`src/rtl/mod_keypad_pkg.sv`:
```
// Shared definitions for the mod_keypad scanner: register map, STATUS layout,
// column strobe reset value, key-code widths and a lowest-set-bit helper.
package mod_keypad_pkg;

   localparam logic [31:0] KP_DATA   = 32'h0000_0000;
   localparam logic [31:0] KP_STATUS = 32'h0000_0004;
   localparam int          KP_SEL_BIT = 2;

   localparam int ST_COUNT_LSB = 0;
   localparam int ST_EMPTY     = 4;
   localparam int ST_FULL      = 5;
   localparam int ST_OVF       = 6;
   localparam int ST_DEB_LSB   = 8;

   localparam logic [3:0] KP_COL_RESET = 4'b1110;

   localparam int KEY_W  = 4;
   localparam int CODE_W = 5;

   typedef logic [KEY_W-1:0]  key_t;
   typedef logic [CODE_W-1:0] code_t;

   // Index of the lowest set bit; 0 when the mask is empty.
   function automatic key_t lowest_set(input logic [15:0] mask);
      key_t idx;
      idx = '0;
      for (int i = 15; i >= 0; i--) begin
         if (mask[i]) idx = key_t'(i);
      end
      return idx;
   endfunction

endpackage

```
`src/rtl/kp_fifo.sv`:
```
// Synchronous key-event FIFO (negedge clocked) with push, pop, flush and
// full/empty/count status. DEPTH must be a power of two, at least 2.
module kp_fifo #(
   parameter int DEPTH = 8,
   parameter int WIDTH = 5,
   localparam int AW   = $clog2(DEPTH),
   localparam int CW   = AW + 1
) (
   input  logic             clk,
   input  logic             rst,
   input  logic             push,
   input  logic [WIDTH-1:0] push_data,
   input  logic             pop,
   input  logic             flush,
   output logic [WIDTH-1:0] pop_data,
   output logic             full,
   output logic             empty,
   output logic [CW-1:0]    count
);

   logic [WIDTH-1:0] mem [DEPTH];
   logic [AW-1:0]    wr_ptr_q, wr_ptr_d;
   logic [AW-1:0]    rd_ptr_q, rd_ptr_d;
   logic [CW-1:0]    count_q,  count_d;
   logic             do_push, do_pop;

   assign full     = (count_q == CW'(DEPTH));
   assign empty    = (count_q == '0);
   assign count    = count_q;
   assign pop_data = mem[rd_ptr_q];

   // NOTE: every variable written here gets a default first, so no path can leave it unassigned and infer a latch.
   always_comb begin
      wr_ptr_d = wr_ptr_q;
      rd_ptr_d = rd_ptr_q;
      count_d  = count_q;
      do_pop   = pop & ~empty;
      // A pop in the same cycle frees the slot a full-FIFO push needs.
      do_push  = push & (~full | do_pop);
      if (do_push) wr_ptr_d = wr_ptr_q + AW'(1);
      if (do_pop)  rd_ptr_d = rd_ptr_q + AW'(1);
      case ({do_push, do_pop})
         2'b10:   count_d = count_q + CW'(1);
         2'b01:   count_d = count_q - CW'(1);
         default: count_d = count_q;
      endcase
      if (flush) begin
         wr_ptr_d = '0;
         rd_ptr_d = '0;
         count_d  = '0;
      end
   end

   // NOTE: state registers use non-blocking assignments so every flop samples the pre-edge values.
   always_ff @(negedge clk) begin
      if (rst) begin
         wr_ptr_q <= '0;
         rd_ptr_q <= '0;
         count_q  <= '0;
      end else begin
         wr_ptr_q <= wr_ptr_d;
         rd_ptr_q <= rd_ptr_d;
         count_q  <= count_d;
      end
   end

   // NOTE: storage is deliberately not reset; occupancy is tracked by the pointers, so stale words are never read.
   always_ff @(negedge clk) begin
      if (do_push && !flush) mem[wr_ptr_q] <= push_data;
   end

endmodule

```
`src/rtl/mod_keypad.sv`:
```
// Memory-mapped 4x4 keypad scanner with debounce and key-event FIFO.
// Optional release events are enabled by defining KEYPAD_RELEASE_EN.
module mod_keypad
   import mod_keypad_pkg::*;
#(
   parameter int CLOCK_FREQ = 25000000,
   parameter int SCAN_HZ    = 1000,
   parameter int DEBOUNCE   = 4,
   parameter int FIFO_DEPTH = 8
) (
   input  logic        clk,
   input  logic        rst,
   input  logic        ie,
   input  logic        de,
   input  logic [31:0] iaddr,
   input  logic [31:0] daddr,
   input  logic [1:0]  drw,
   input  logic [31:0] din,
   output logic [31:0] iout,
   output logic [31:0] dout,
   output logic [3:0]  kp_col,
   input  logic [3:0]  kp_row
);

   localparam int              TICKS     = CLOCK_FREQ / SCAN_HZ;
   localparam int              TICK_W    = (TICKS > 1) ? $clog2(TICKS) : 1;
   localparam logic [TICK_W-1:0] TICK_LAST = TICK_W'(TICKS - 1);
   localparam logic [3:0]      DEB_MAX   = 4'(DEBOUNCE);
   localparam int              CNT_W     = $clog2(FIFO_DEPTH) + 1;

   logic [3:0]        row_s1_q, row_s1_d, row_s2_q, row_s2_d;
   logic [TICK_W-1:0] tick_q, tick_d;
   logic [1:0]        col_idx_q, col_idx_d;
   logic [3:0]        kp_col_q, kp_col_d;
   logic [15:0]       raw_q, raw_d, prev_q, prev_d, deb_q, deb_d, pend_q, pend_d;
   logic [3:0]        stable_q, stable_d;
   logic              ovf_q, ovf_d;
`ifdef KEYPAD_RELEASE_EN
   logic [15:0]       relpend_q, relpend_d;
   logic [15:0]       new_rel;
`endif

   logic [15:0]       raw_next, new_press;
   logic              sweep_end;
   key_t              sel_idx;
   logic              push;
   code_t             push_code;
   code_t             fifo_head;
   logic              fifo_full, fifo_empty;
   logic [CNT_W-1:0]  fifo_count;
   logic [3:0]        count4;
   logic              bus_rd, data_rd, st_wr, flush, clr_ovf, pop;

   logic unused_ok;
   assign unused_ok = ^{ie, iaddr, daddr[31:3], daddr[1:0], din[31:2]};

   assign iout    = '0;
   assign kp_col  = kp_col_q;
   assign count4  = 4'(fifo_count);
   assign bus_rd  = de & drw[1];
   assign data_rd = bus_rd & ~daddr[KP_SEL_BIT];
   assign st_wr   = de & drw[0] & daddr[KP_SEL_BIT];
   assign flush   = st_wr & din[0];
   assign clr_ovf = st_wr & din[1];
   assign pop     = data_rd & ~fifo_empty;

   always_comb begin
      row_s1_d  = kp_row;
      row_s2_d  = row_s1_q;
      tick_d    = tick_q + TICK_W'(1);
      col_idx_d = col_idx_q;
      kp_col_d  = kp_col_q;
      raw_d     = raw_q;
      prev_d    = prev_q;
      deb_d     = deb_q;
      stable_d  = stable_q;
      raw_next  = raw_q;
      new_press = '0;
      sweep_end = 1'b0;
`ifdef KEYPAD_RELEASE_EN
      new_rel   = '0;
`endif

      // Maps are indexed by key code (row*4 + col) so the lowest pending bit is the lowest code.
      if (tick_q == TICK_LAST) begin
         tick_d = '0;
         for (int r = 0; r < 4; r++) raw_next[{2'(r), col_idx_q}] = ~row_s2_q[r];
         raw_d     = raw_next;
         col_idx_d = col_idx_q + 2'd1;
         kp_col_d  = {kp_col_q[2:0], kp_col_q[3]};
         sweep_end = (col_idx_q == 2'd3);
      end

      if (sweep_end) begin
         prev_d = raw_next;
         if (raw_next == prev_q) stable_d = (stable_q == DEB_MAX) ? DEB_MAX : stable_q + 4'd1;
         else                    stable_d = '0;
         if (stable_d == DEB_MAX && raw_next != deb_q) begin
            new_press = raw_next & ~deb_q;
`ifdef KEYPAD_RELEASE_EN
            new_rel   = deb_q & ~raw_next;
`endif
            deb_d     = raw_next;
         end
      end
   end

   // Event selection: one push per cycle, presses ahead of releases.
   always_comb begin
      sel_idx   = '0;
      push      = 1'b0;
      push_code = '0;
      pend_d    = pend_q | new_press;
`ifdef KEYPAD_RELEASE_EN
      relpend_d = relpend_q | new_rel;
      if (pend_q != '0) begin
         sel_idx         = lowest_set(pend_q);
         push            = 1'b1;
         push_code       = {1'b0, sel_idx};
         pend_d[sel_idx] = new_press[sel_idx];
      end else if (relpend_q != '0) begin
         sel_idx            = lowest_set(relpend_q);
         push               = 1'b1;
         push_code          = {1'b1, sel_idx};
         relpend_d[sel_idx] = new_rel[sel_idx];
      end
      if (flush) relpend_d = '0;
`else
      if (pend_q != '0) begin
         sel_idx         = lowest_set(pend_q);
         push            = 1'b1;
         push_code       = {1'b0, sel_idx};
         pend_d[sel_idx] = new_press[sel_idx];
      end
`endif
      if (flush) pend_d = '0;

      ovf_d = ovf_q;
      if (clr_ovf) ovf_d = 1'b0;
      if (push && fifo_full && !pop && !flush) ovf_d = 1'b1;
   end

   always_ff @(negedge clk) begin
      if (rst) begin
         row_s1_q  <= 4'hF;
         row_s2_q  <= 4'hF;
         tick_q    <= '0;
         col_idx_q <= '0;
         kp_col_q  <= KP_COL_RESET;
         raw_q     <= '0;
         prev_q    <= '0;
         deb_q     <= '0;
         stable_q  <= '0;
         pend_q    <= '0;
         ovf_q     <= 1'b0;
`ifdef KEYPAD_RELEASE_EN
         relpend_q <= '0;
`endif
      end else begin
         row_s1_q  <= row_s1_d;
         row_s2_q  <= row_s2_d;
         tick_q    <= tick_d;
         col_idx_q <= col_idx_d;
         kp_col_q  <= kp_col_d;
         raw_q     <= raw_d;
         prev_q    <= prev_d;
         deb_q     <= deb_d;
         stable_q  <= stable_d;
         pend_q    <= pend_d;
         ovf_q     <= ovf_d;
`ifdef KEYPAD_RELEASE_EN
         relpend_q <= relpend_d;
`endif
      end
   end

   kp_fifo #(
      .DEPTH (FIFO_DEPTH),
      .WIDTH (CODE_W)
   ) u_fifo (
      .clk       (clk),
      .rst       (rst),
      .push      (push),
      .push_data (push_code),
      .pop       (pop),
      .flush     (flush),
      .pop_data  (fifo_head),
      .full      (fifo_full),
      .empty     (fifo_empty),
      .count     (fifo_count)
   );

   always_comb begin
      dout = '0;
      if (bus_rd) begin
         if (daddr[KP_SEL_BIT])
            dout = {8'b0, deb_q, 1'b0, ovf_q, fifo_full, fifo_empty, count4};
         else if (!fifo_empty)
            dout = {23'b0, 1'b1, 3'b0, fifo_head};
      end
   end

endmodule
```
`config.mk`:
```
export PLATFORM = sky130hd
export DESIGN_NAME = mod_keypad
export DESIGN_NICKNAME = d
export VERILOG_FILES = /design/src/rtl/mod_keypad_pkg.sv /design/src/rtl/kp_fifo.sv /design/src/rtl/mod_keypad.sv
export SDC_FILE = /design/constraint.sdc
export NUM_CORES = 1
export LEC_CHECK = 0
export ABC_AREA = 1
export BUFFER_PORTS_ARGS = -buffer_cell sky130_fd_sc_hd__clkbuf_2
export CAP_MARGIN = 20
export CORE_ASPECT_RATIO = 2
export CORE_UTILIZATION = 50
export DETAILED_ROUTE_END_ITERATION = 16
export GPL_TIMING_DRIVEN = 0
export PLACE_DENSITY = 0.75
export SYNTH_ARGS = -nofsm -noshare
export SYNTH_HDL_FRONTEND = slang
export SYNTH_SLANG_ARGS = --single-unit
```
`constraint.sdc`:
```
create_clock -name clk -period 4.3 [get_ports clk]
set_input_delay 0.215 -clock clk [delete_from_list [all_inputs] [get_ports clk]]
set_output_delay 0.215 -clock clk [all_outputs]
set_load 0.01 [all_outputs]
```
==> results.json, run 1 <==
{
  "clock_transition_at_the_register_clock_pins_on_the_worst_setup_and_hold_paths_after_cts_ns": 0.04,
  "clk_path_buf_depth": 2,
  "synth.top_cell.area_share_pct": 28.7,
  "power.internal_uw": 2410,
  "power_per_cell_area_mw_per_mm2": 376,
  "total_leakage_power_uw": 0.00488,
  "num_vias": 7608,
  "sequential_cell_area_mm2": 0.00319,
  "number_of_design_rule_violations_left_after_detail_routing": 0,
  "post-route-worst-setup-slack_ns": 0.0810,
  "rsz0062_at_grt": "yes",
  "die_h_um": 178,
  "setup_viol": 0,
  "status": "finished clean",
  "layout.filler_cells": 1349,
  "met2_use_gr_pct": 55.2,
  "grt_util_all_layers_pct": 28.2,
  "first_global_vias": 7836,
  "peakVddDrop_v": 0.000309,
  "timing.critical_path.from_type": "flip-flop",
  "dr.pass1.iters": 7,
  "synthTopCellsByArea": "sky130_fd_sc_hd__dfxtp_1, sky130_fd_sc_hd__edfxtp_1, sky130_fd_sc_hd__nand2_1",
  "hpwlAfterDp_um": 15900,
  "cts.sinks": 143,
  "grt-ovfl-total": 0,
  "crit_type": "flip-flop to output port",
  "slew_headroom_pct": 39.9,
  "hold_viol": 0,
  "share_of_post_route_cells_with_drive_strength_above_1_pct": 13.6,
  "clock-root-buffer": "sky130_fd_sc_hd__clkbuf_16",
  "critical_path.cell_chain": "buf_8 > mux2i_1 > o221ai_1 > nand3_1 > o21ai_0 > buf_2",
  "delay_of_the_slowest_cell_on_the_worst_path_ns": 0.40,
  "start_util_pct": 50.9,
  "netSwitchingPower_uw": 1180,
  "tritoncts": "built",
  "layoutNonFillerInstCount": 1496,
  "power_frac_comb_pct": 2.6,
  "ios": 174,
  "timing_max_transition_violations_final": 0,
  "number_of_antenna_violations_at_the_first_check_in_global_routing": 0,
  "dieWidth_um": 90.0,
  "worst_slack_at_placement_ns": -0.391,
  "post_synth_inst_count": 1046,
  "htreeDepth": 4,
  "final.setup.tns_ns": 0,
  "cp_data_required_time_ns": 4.09,
  "cts_inserted_buffers": 17,
  "avgRoutedWirePerCell_um": 14.5,
  "antenna_left": 0,
  "power.share.clock_pct": 58.8,
  "global_route_layer_with_the_greatest_usage": "met2",
  "place.port_buffers": 37,
  "post_synthesis_cell_area_mm2": 0.00774,
  "synthMostInstantiatedCell": "sky130_fd_sc_hd__nand2_1",
  "coreArea_mm2": 0.0152,
  "placed_cells": 1321,
  "postSynthRegisterBits": 143,
  "async_reset_ff_share_pct": 0,
  "maxCapViolCount": 0,
  "min_path_type": "flip-flop to flip-flop",
  "syn-mean-instance-area_um2": 7.40,
  "place.gp.congestion": 0.941,
  "global_route.usage.met1_pct": 20.1,
  "synth-seq-area-share_pct": 41.1,
  "yosysWarningCount": 0,
  "initialDrtViolationCount": 368,
  "dominantRegCellSynth": "sky130_fd_sc_hd__dfxtp_1",
  "grtUsageMet3_pct": 8.40,
  "multi_input_comb_area_mm2": 0.00375,
  "arrival_time_at_the_worst_endpoint_ns": 4.00,
  "crit_slowest_cell": "sky130_fd_sc_hd__dfxtp_4",
  "synth_commonest_cells": "sky130_fd_sc_hd__nand2_1, sky130_fd_sc_hd__inv_1, sky130_fd_sc_hd__nor2_1",
  "grt_pass1_wl_um": 34400,
  "synth.distinct_cells": 37,
  "num-nets-final": 1420,
  "drt-total-wl_um": 21700,
  "num_rows": 64,
  "layout-area-overhead-vs-synth_pct": 23.7,
  "crit_path_max_fanout": 10,
  "cell_type_with_the_highest_aggregate_area_in_the_netlist": "sky130_fd_sc_hd__dfxtp_1",
  "synth_edf_count": 32,
  "fp.dieArea_mm2": 0.0160,
  "tightest_slew_ns": 0.901,
  "antennaDiodeCount": 0,
  "clock_skew_ns": 0.0273,
  "worst_skew_pair.late_latency_ns": 0.48,
  "viasPerCell": 5.09,
  "grt_max_degree": 19,
  "critPathCaptureType": "output port",
  "share_of_total_power_in_sequential_cells_pct": 38.6,
  "fraction_of_power_spent_switching_nets_pct": 32.9
}
[cell usage in the layout (no fill, tap or decap), types with 8 or more instances in the layout]
cell type,synthesis,layout
sky130_fd_sc_hd__nand4_1,26,26
sky130_fd_sc_hd__nand2_1,235,233
sky130_fd_sc_hd__nor3_1,9,9
sky130_fd_sc_hd__or2_2,9,9
sky130_fd_sc_hd__conb_1,1,41
sky130_fd_sc_hd__o21ai_0,60,60
sky130_fd_sc_hd__clkbuf_2,0,36
sky130_fd_sc_hd__nand2_2,7,9
sky130_fd_sc_hd__a21oi_1,64,64
sky130_fd_sc_hd__nand3_1,48,47
sky130_fd_sc_hd__edfxtp_1,32,32
sky130_fd_sc_hd__clkbuf_16,0,17
sky130_fd_sc_hd__a21oi_2,10,10
sky130_fd_sc_hd__inv_1,136,276
sky130_fd_sc_hd__nor2_4,8,8
sky130_fd_sc_hd__nor2_1,128,128
sky130_fd_sc_hd__clkbuf_1,22,19
sky130_fd_sc_hd__nand3b_1,14,14
sky130_fd_sc_hd__buf_4,44,46
sky130_fd_sc_hd__ha_1,28,27
sky130_fd_sc_hd__dfxtp_1,111,109
[power groups by stage]
stage                     Clock (uW)  Combinational (uW)  Sequential (uW)
after global routing            2310                 105             1380
after detailed placement         202                92.8             1410
final                           2110                94.8             1390
after floorplan                  202                72.2             1400
after CTS                       2160                93.3             1390
after global placement           202                91.7             1410
[final cells by class]
type / instances / share of cell area, %
Multi-Input combinational cell: 732 / 39.1
Sequential cell: 143 / 33.3
Clock inverter: 158 / 7.81
Inverter: 139 / 5.54
Buffer: 70 / 5.10
Clock buffer: 17 / 4.44
Tap cell: 198 / 2.59
Timing Repair Buffer: 39 / 2.09
[worst max-delay path, delay by kind of cell (launching register included)]
| kind | cells | cell delay (ns) |
|---|---|---|
| AOI/OAI and AO/OA | 2 | 0.29 |
| and+or+nand+nor | 1 | 0.12 |
| buffers and inverters | 2 | 0.31 |
| DFF | 1 | 0.40 |
| muxes | 1 | 0.25 |
[state kept, by name, summed over array words and instances (netlist names), named ones only]
register         cells
col_idx_q            2
deb_q               16
kp_col               4
ovf_q                1
pend_q              16
prev_q              16
raw_q               16
row_s1_q             4
row_s2_q             4
stable_q             4
tick_q              15
u_fifo.count         4
u_fifo.mem          32
u_fifo.rd_ptr_q      3
u_fifo.wr_ptr_q      3
[routing by layer]
layer | routed length [um] | vias to the layer above | part of all wire, %
li1 | - | 3787 | -
met1 | 6760 | 3461 | 31
met2 | 12300 | 256 | 57
met3 | 892 | 104 | 4.1
met4 | 1700 | 0 | 7.8
met5 | 0 | - | 0
[kinds of logic after synthesis]
logic type | after synthesis | synth area share (%)
buf+inv | 211 | 12.9
other cells | 1 | 0.0485
fa+ha+maj | 29 | 4.79
mux | 8 | 1.03
compound gates | 150 | 10.8
simple gates | 500 | 28.9
flops | 143 | 41.1
xor+xnor | 4 | 0.453
[per-stage QoR]
step	power, uW	instance area (um2)	hold slack, ns	utilization (%)
floorplan	1680	7900	0.389	-
global placement	1700	8330	0.391	54.7
detailed placement	1700	8330	0.397	54.7
CTS	3640	9530	0.405	62.6
global route	3800	9570	0.429	62.9
finish	3600	9570	0.395	62.9
[final timing paths]
check	start	to	slack [ns]	cells past startpoint
max reg2reg	col_idx_q[1]	pend_q[0]	0.46	21
min reg2reg	row_s1_q[1]	row_s2_q[1]	0.40	1
min	row_s1_q[1]	row_s2_q[1]	0.40	1
max	flip-flop	dout[1]	0.08	6
[timing repair]
action                                  in CTS  in global routing
hold buffers                                 0                  0
pin swaps                                    0                  1
buffers inserted                             0                  2
resized for setup                           11                 10
endpoints found under the hold margin        0                  0
endpoints found under the setup margin       4                  5
(Power assumes the default switching activity.)
==> inputs of run 2 (changes only) <==
CORE_ASPECT_RATIO = default   (was 2)
==> run 2 against run 1 <==
  * Sequential power is essentially flat
  * Count of clock-buffer cells in the layout is the same
  * Final area shrank 0.89%
  * Clock power shrank 5%
  * Die area shrank 0.18%
  * Via count shrank 1.8%
  * First-iteration DRC count grew 40%
  * Global-route usage shrank 3.2 points
  * Combinational power shrank 1%
  * Hold slack gained 0.011 ns
==> results.json, run 2 (synthesized netlist as in run 1, its figures left out) <==
{
  "status": "finished clean",
  "critPathCaptureType": "output port",
  "crit_type": "flip-flop to output port",
  "post-route-worst-setup-slack_ns": 0.0766,
  "die_h_um": 126,
  "timing_max_transition_violations_final": 0,
  "worst_hold_slack_ns": 0.406,
  "antennaDiodeCount": 0,
  "cts_hold_buffers": 0,
  "hpwlAfterDp_um": 13500,
  "layout_commonest_cell": "sky130_fd_sc_hd__inv_1",
  "final_design_area_no_fill_mm2": 0.00949,
  "min_path_type": "flip-flop to flip-flop",
  "initialDrtViolationCount": 516,
  "number_of_antenna_violations_at_the_first_check_in_global_routing": 0,
  "first_global_vias": 7305,
  "share_of_post_route_cells_with_drive_strength_above_1_pct": 13.3,
  "tritoncts": "built",
  "critical_path.cell_chain": "clkbuf_4 > o21ai_0 > o221ai_1 > nand3_1 > o21ai_0 > clkbuf_2",
  "cts_inserted_buffers": 17,
  "final.setup.tns_ns": 0,
  "layout.filler_cells": 1340,
  "multi_input_comb_area_mm2": 0.00374,
  "maxCapViolCount": 0,
  "drt-total-wl_um": 19200,
  "start_util_pct": 51.1,
  "clock_skew_ns": 0.0286,
  "worst_skew_pair.late_latency_ns": 0.47,
  "peakVddDrop_v": 0.000370,
  "hold_viol": 0,
  "grt_util_all_layers_pct": 25.0,
  "viasPerCell": 5.03,
  "slew_headroom_pct": 49.6,
  "place.port_buffers": 37,
  "clk_path_buf_depth": 2,
  "clock-root-buffer": "sky130_fd_sc_hd__clkbuf_16",
  "num_rows": 45,
  "dieWidth_um": 126,
  "finalCoreUtilization_pct": 62.7,
  "grt_pass1_wl_um": 31600,
  "grt_max_degree": 17,
  "cts.sinks": 143,
  "delay_of_the_slowest_cell_on_the_worst_path_ns": 0.38,
  "sequential_cell_area_mm2": 0.00319,
  "largest_register_ffs": 32,
  "tightest_slew_ns": 0.756,
  "worst_slack_at_placement_ns": -0.383,
  "antenna_left": 0,
  "fp.dieArea_mm2": 0.0160,
  "timing.critical_path.from_type": "flip-flop",
  "setup_viol": 0,
  "grt-ovfl-total": 0,
  "number_of_design_rule_violations_left_after_detail_routing": 0,
  "dr.pass1.iters": 5,
  "clock_transition_at_the_register_clock_pins_on_the_worst_setup_and_hold_paths_after_cts_ns": 0.04,
  "num-nets-final": 1420,
  "coreArea_mm2": 0.0151,
  "crit_slowest_cell": "sky130_fd_sc_hd__dfxtp_2",
  "registers.top_by_ff_count": "u_fifo.mem",
  "place.gp.congestion": 0.899,
  "placed_cell_area_mm2": 0.00832,
  "power_per_cell_area_mw_per_mm2": 368,
  "crit_path_frequent_cell": "sky130_fd_sc_hd__o21ai_0",
  "crit_path_max_fanout": 10,
  "ios": 174,
  "layout-area-overhead-vs-synth_pct": 22.6,
  "htreeDepth": 4,
  "cp_data_required_time_ns": 4.09,
  "layout.cells.most_common_list": "sky130_fd_sc_hd__inv_1, sky130_fd_sc_hd__nand2_1, sky130_fd_sc_hd__nor2_1",
  "total_leakage_power_uw": 0.00487,
  "num_vias": 7470,
  "arrival_time_at_the_worst_endpoint_ns": 4.01,
  "avgRoutedWirePerCell_um": 12.9
}
-- run 2: changes by cell type in the layout (fill, tap and decap cells not counted), sizes merged --
cell,delta
bufinv,+2
clkbuf,+2
clkinv,-2
buf,-2
-- run 2: final timing paths --
kind | startpoint | end | slack (ns) | depth (start not counted)
worst min-delay path | row_s1_q[1] | row_s2_q[1] | 0.41 | 1
worst max register to register | tick_q[0] | pend_q[9] | 0.67 | 22
worst min register to register | row_s1_q[1] | row_s2_q[1] | 0.41 | 1
worst max-delay path | flip-flop | dout[3] | 0.08 | 6
-- run 2: worst max-delay path: cells and delay by family, from the launching register on --
family / cells / cell delay, ns
AND/OR/NAND/NOR: 1 / 0.15
AO/OA/AOI/OAI: 3 / 0.49
buffers and inverters: 2 / 0.39
flip-flops: 1 / 0.38
-- run 2: timing repair --
item / CTS / global route
buffers inserted: 0 / 2
endpoints found under the setup margin: 4 / 5
pin swaps: 0 / 1
gates resized for setup: 8 / 8
-- run 2: per-stage QoR --
step                power (uW)  std cells
floorplan                 1680       1086
global placement          1700       1311
detailed placement        1700       1311
CTS                       3540       1484
global route              3720       1486
finish                    3490       1486
-- run 2: final cells by class --
type                       count  area share (%)
buffer                        70            5.09
clock buffer                  17            4.48
clock inverter               158            7.32
inverter                     139            5.55
multi-input combinational    732            39.4
sequential                   143            33.6
tap                          188            2.48
timing repair buffer          39            2.11
-- run 2: where the power goes --
| part | total, uW | internal, uW | switching [uW] | leakage, uW |
|---|---|---|---|---|
| clock | 2010 | 1040 | 966 | 0.00106 |
| combinational | 93.4 | 38.0 | 55.4 | 0.00254 |
| sequential | 1390 | 1380 | 5.01 | 0.00127 |
-- run 2: layer usage --
| layer | vias up | track usage, % | routed length (um) | share of wire, % |
|---|---|---|---|---|
| met3 | 46 | 7.09 | 1160 | 6.0 |
| met2 | 259 | 42.5 | 9680 | 51 |
| li1 | 3786 | - | - | - |
| met1 | 3379 | 26.8 | 7840 | 41 |
| met5 | - | 0 | 0 | 0 |
| met4 | 0 | 17.6 | 487 | 2.5 |
